`config.mk`:
```
export PLATFORM = sky130hd
export DESIGN_NAME = imem_program_loader
export DESIGN_NICKNAME = d
export VERILOG_FILES = /design/src/rtl/imem_program_loader.sv
export SDC_FILE = /design/constraint.sdc
export NUM_CORES = 1
export LEC_CHECK = 0
export CAP_MARGIN = 15
export CORE_MARGIN = 3
export CORE_UTILIZATION = 40
export CTS_CLUSTER_SIZE = 8
export DETAILED_ROUTE_END_ITERATION = 16
export GPL_TIMING_DRIVEN = 0
export PLACE_DENSITY = 0.72
export SLEW_MARGIN = 30
export SYNTH_ARGS = -nofsm -noshare
export SYNTH_HDL_FRONTEND = slang
export SYNTH_SLANG_ARGS = --single-unit
```
`constraint.sdc`:
```
create_clock -name clk -period 1.72 [get_ports clk]
set_input_delay 0.172 -clock clk [delete_from_list [all_inputs] [get_ports clk]]
set_output_delay 0.172 -clock clk [all_outputs]
set_load 0.01 [all_outputs]
```
`src/rtl/imem_program_loader.sv`:
```
// -----------------------------------------------------------------------------
// imem_program_loader
//
// Fills instruction memory from a byte stream before the CPU starts fetching.
// Bytes arrive on a valid/ready handshake and are packed big-endian into 32-bit
// words (the first byte lands in bits 31:24). Each word is written to the next
// word-aligned address. Loading stops on the all-zero halt word, after which
// cpu_run releases the CPU. If memory fills without a halt word, load_error
// latches instead.
//
// Parameters:
//   MEM_WORDS    instruction memory depth in words (2 .. 2^30)
//   IDX_W        word index width, 2^IDX_W >= MEM_WORDS
//
// Ports:
//   clk          system clock, rising edge
//   reset        synchronous, active-high reset
//   in_valid     byte source has a byte on in_byte
//   in_byte      stream byte
//   in_ready     loader accepts a byte this cycle
//   imem_we      instruction memory write strobe
//   imem_a       word-aligned byte address of the write
//   imem_wd      word being written
//   words_loaded words written so far, halt word included
//   cpu_run      program loaded, CPU may fetch
//   load_error   memory filled without a halt word
//   checksum     (only with IMEM_LOADER_CHECKSUM_EN) 32-bit sum of all
//                words written, halt word included
//
// Optional feature macro: IMEM_LOADER_CHECKSUM_EN
//
// State table:
//   state   | meaning
//   LOAD    | collecting bytes of the current word
//   WRITE   | one-cycle memory write of the assembled word
//   DONE    | halt word written, CPU released (sticky)
//   ERROR   | memory full without halt word (sticky)
// -----------------------------------------------------------------------------
module imem_program_loader #(
    parameter int MEM_WORDS = 64,
    parameter int IDX_W     = 6
) (
    input  logic             clk,
    input  logic             reset,
    input  logic             in_valid,
    input  logic [7:0]       in_byte,
    output logic             in_ready,
    output logic             imem_we,
    output logic [31:0]      imem_a,
    output logic [31:0]      imem_wd,
    output logic [IDX_W:0]   words_loaded,
    output logic             cpu_run,
    output logic             load_error
`ifdef IMEM_LOADER_CHECKSUM_EN
    ,
    output logic [31:0]      checksum
`endif
);

    localparam logic [1:0] S_LOAD  = 2'd0;
    localparam logic [1:0] S_WRITE = 2'd1;
    localparam logic [1:0] S_DONE  = 2'd2;
    localparam logic [1:0] S_ERROR = 2'd3;

    localparam logic [IDX_W-1:0] LAST_IDX = IDX_W'(MEM_WORDS - 1);

    logic [1:0]       state;
    logic [1:0]       byte_cnt;
    logic [IDX_W-1:0] word_idx;
    logic [31:0]      word;

    always_ff @(posedge clk) begin
        if (reset) begin
            state        <= S_LOAD;
            byte_cnt     <= 2'd0;
            word_idx     <= '0;
            word         <= 32'd0;
            words_loaded <= '0;
`ifdef IMEM_LOADER_CHECKSUM_EN
            checksum     <= 32'd0;
`endif
        end else begin
            case (state)
                S_LOAD: begin
                    if (in_valid) begin
                        word     <= {word[23:0], in_byte};
                        byte_cnt <= byte_cnt + 2'd1;
                        if (byte_cnt == 2'd3) begin
                            state <= S_WRITE;
                        end
                    end
                end
                S_WRITE: begin
                    words_loaded <= words_loaded + (IDX_W+1)'(1);
`ifdef IMEM_LOADER_CHECKSUM_EN
                    checksum     <= checksum + word;
`endif
                    // Halt-word check wins over the full-memory check so a
                    // terminator in the last slot still completes cleanly.
                    if (word == 32'd0) begin
                        state <= S_DONE;
                    end else if (word_idx == LAST_IDX) begin
                        state <= S_ERROR;
                    end else begin
                        word_idx <= word_idx + IDX_W'(1);
                        state    <= S_LOAD;
                    end
                end
                default: begin
                    state <= state;
                end
            endcase
        end
    end

    // Outputs decode the state register; the write commits on the edge that
    // ends WRITE because the memory samples we/a/wd on that same edge.
    assign in_ready   = (state == S_LOAD);
    assign imem_we    = (state == S_WRITE);
    assign imem_a     = imem_we ? 32'({word_idx, 2'b00}) : 32'd0;
    assign imem_wd    = imem_we ? word : 32'd0;
    assign cpu_run    = (state == S_DONE);
    assign load_error = (state == S_ERROR);

endmodule

```
==> impl_results.md <==
* Post-Synth Adder-Cell Area at 0.0154
* DRC at 0
* Area leader, netlist: dfxtp_1
* Power Density at ~660 nW/µm²
* Synth area leaders: dfxtp_1, nand2_1, and2_1
* Post-DRT Antenna Nets at 0
* Main combinational cell family by area after synthesis: simple AND/OR/NAND/NOR gates
* Core Area at ~5700 µm²
* Worst Setup EP: imem_wd[31]
* Synth Area in Simple Gates at 0.314
* Yosys cell types at 35
* Worst Setup Path Type: reg2out
* Crit. Startpoint: state[0]
* Die area at 7050 µm²
* Fin nets at 421
* Crit. End Element: primary output
* Hold Fails Final Rpt at 0
* Proportion of layout cells with a drive suffix above 1 at 0.209
* Fin. max-slew vios at 0
* H-tree depth at 2
* Setup Viol. Count Final at 0
* Levels on crit path at 5
* Worst reg2reg startpoint: word[24]
* Sequential fraction of the synthesis area at 0.403
* Drt total wl at between 5000 and 6000 µm
* Fraction of registers with async set/reset at 0
* HPWL after DPL at roughly 4400 µm
* Root Buffer: clkbuf_8
* CTS tree: done
* Cts bufs inserted at 5
* Cells on Worst Hold Path at 3
* Most common cell in the synthesized netlist: nand2_1
* Startpoint class of the critical path: flop
* Die Width at 84.0 µm
* Cells after synthesis at between 300 and 400
* Wire per inst at ~12 µm
* HP Class: in2reg
* Power Total at approximately 0.0022 W
* Cells after DPL at between 400 and 500
* Vias in the first global route at just over 2,000
* Reg2Reg Depth at 5
* N_diodes at 0
* Congestion Overflow GR at 0
* Via-to-Cell Ratio at between 4 and 5
* Drt pass-1 iters at 4
* Mux share of post-synthesis cell area at 0.0165
* Syn avg cell area at 7.92 µm²
* Worst-Skew Late Latency at around 0.3 ns
* Maxcap violations at 0
* GP Congestion at about 0.8
* Yosys reg bits at 49
* Slowest cell on crit path: dfxtp_2
* CP arrival at approximately 1.5 ns
* Worst Path Buf+Inv at 3
* Clk slew on worst S/H paths at roughly 0.090 ns
* Largest net degree at the start of global routing at 15
* Synth top cells by count: nand2_1, dfxtp_1, a21oi_1
* CTS sink count at slightly below 50
* Clk buf depth at 2
* Worst vdd ir at around 460 µV
* RSZ-0062 raised after global routing: yes
* Reg2Reg Setup Slack at about 0.080 ns
* Clk_skew at 0.0125 ns
* Primary FF master, synth: dfxtp_1
* Crit Path Max Fanout at 10
* Status: finished clean
* Crit-path leading delay family: buffers and inverters
* Fin crit period at 1.67 ns
* Post-synthesis compound-gate area fraction at 0.108
* Die height at 84.0 µm
* Post-synth EDFFs at 0
* Cell Area, Synth at around 2400 µm²
* Critical-path cell list: nor2b_2 -> buf_6 -> clkbuf_8 -> and2_1 -> dlygate4sd2_1
* Syn-to-layout area delta at 38.6%
* Starting Density at 0.426
* First-pass GRT wire length at ~9600 µm
* Reg2reg end: word_idx[3]
* Antenna violations before repair at 0
* Final Cycle Share at 0.971
* Post-synth top area share at 0.403
* IO Pins at 86
* DRT iter0 DRCs at 120
* Rows at 27
* Leak pwr at about 1.5 nW
* Vias at roughly 2,200
* I/O Buffers at 59
* Syn. warnings at 0
* WP data required at roughly 1.6 ns
* Final non-filler cell total at between 400 and 500
* Max incr delay on CP at about 0.33 ns
* Gr usage total at 0.163
* Fmax achieved at roughly 600 MHz
* Synth Area in XOR/XNOR at 0.0216
per-stage QoR:
step | utilization | hold slack [ns] | TNS, ns | area [µm²] | worst slack (ns)
6_report | 0.590 | 0.415 | 0 | 3370 | 0.0501
2_1_floorplan | - | 0.308 | 0 | 2520 | 0.187
5_1_grt | 0.590 | 0.412 | -0.0180 | 3370 | -0.0145
3_5_place_dp | 0.561 | 0.465 | -12.17 | 3210 | -0.294
4_1_cts | 0.584 | 0.414 | 0 | 3340 | 0.00554
3_3_place_gp | 0.561 | 0.447 | -10.53 | 3210 | -0.277
power by group:
| part | internal (W) | switching, W | leakage, nW |
|---|---|---|---|
| combinational | 0.000116 | 0.000129 | 1.01 |
| clock | 0.000423 | 0.000370 | 0.0540 |
| sequential | 0.00116 | 0.0000280 | 0.400 |
area by class of cell:
cell class / instances / area, µm²
fillers: 568 / 2340
multi-input cells: 236 / 1290
flip-flops and latches: 49 / 987
repair buffers: 68 / 581
plain buffers: 44 / 304
well taps: 72 / 90.1
clock buffers: 5 / 68.8
clock inverters: 2 / 35.0
inverters: 3 / 11.3
kinds of logic after synthesis:
group,count (synthesis)
DFF,49
AOI/OAI and AO/OA,48
other,1
and+or+nand+nor,150
muxes,3
buffers and inverters,47
adders and majority gates,3
xor gates and xnor gates,6
metal layers:
metal,share of wire,vias up,global-route usage
li1,-,1154,-
met1,0.43,1007,0.196
met2,0.51,62,0.297
met3,0.058,5,0.0326
met4,0.0067,0,0.0351
met5,0,-,0
what timing repair did:
action                                  CTS  global route
hold buffers                              0             0
pin swaps                                 1             6
buffers inserted                          5             4
gates resized for setup                  60            44
endpoints found under the setup margin   41            38
worst min-delay path by stage:
stage | from | to | slack, ns
final | in_byte[7] | word[7] | 0.42
after global routing | in_byte[5] | word[5] | 0.41
after CTS | in_byte[7] | word[7] | 0.41
after detailed placement | word[27] | word[27] | 0.47
after global placement | byte_cnt[1] | byte_cnt[1] | 0.45
after floorplan | in_byte[0] | word[0] | 0.31
worst min-delay path: cells and delay by family:
kind            cells  cell delay [ns]
buf+inv             1             0.39
simple gates        1             0.05
compound gates      1             0.05
placed cells by master (no fill, tap or decap), types with 3 or more instances in the layout:
master and instances:
nand3_1 4, buf_4 36, nand2_1 69, inv_1 3, nor4_2 4, clkdlybuf4s50_1 19, ha_1 3, nor2b_1 4
conb_1 26, a21oi_1 40, buf_6 3, dfxtp_1 44, and2_1 39, clkbuf_1 8, dfxtp_2 5, clkbuf_8 6
dlygate4sd2_1 13, nor2_1 10, clkbuf_2 13, nand4_1 3, clkdlybuf4s15_1 14, o21ai_0 3, buf_2 4, xor2_1 3
xnor2_1 3
flip-flops by register name, summed over array words and instances (netlist names):
register	cells
byte_cnt	2
state	2
words_loaded	7
word_idx	6
word	32
Power figures use the tool's default switching activity.
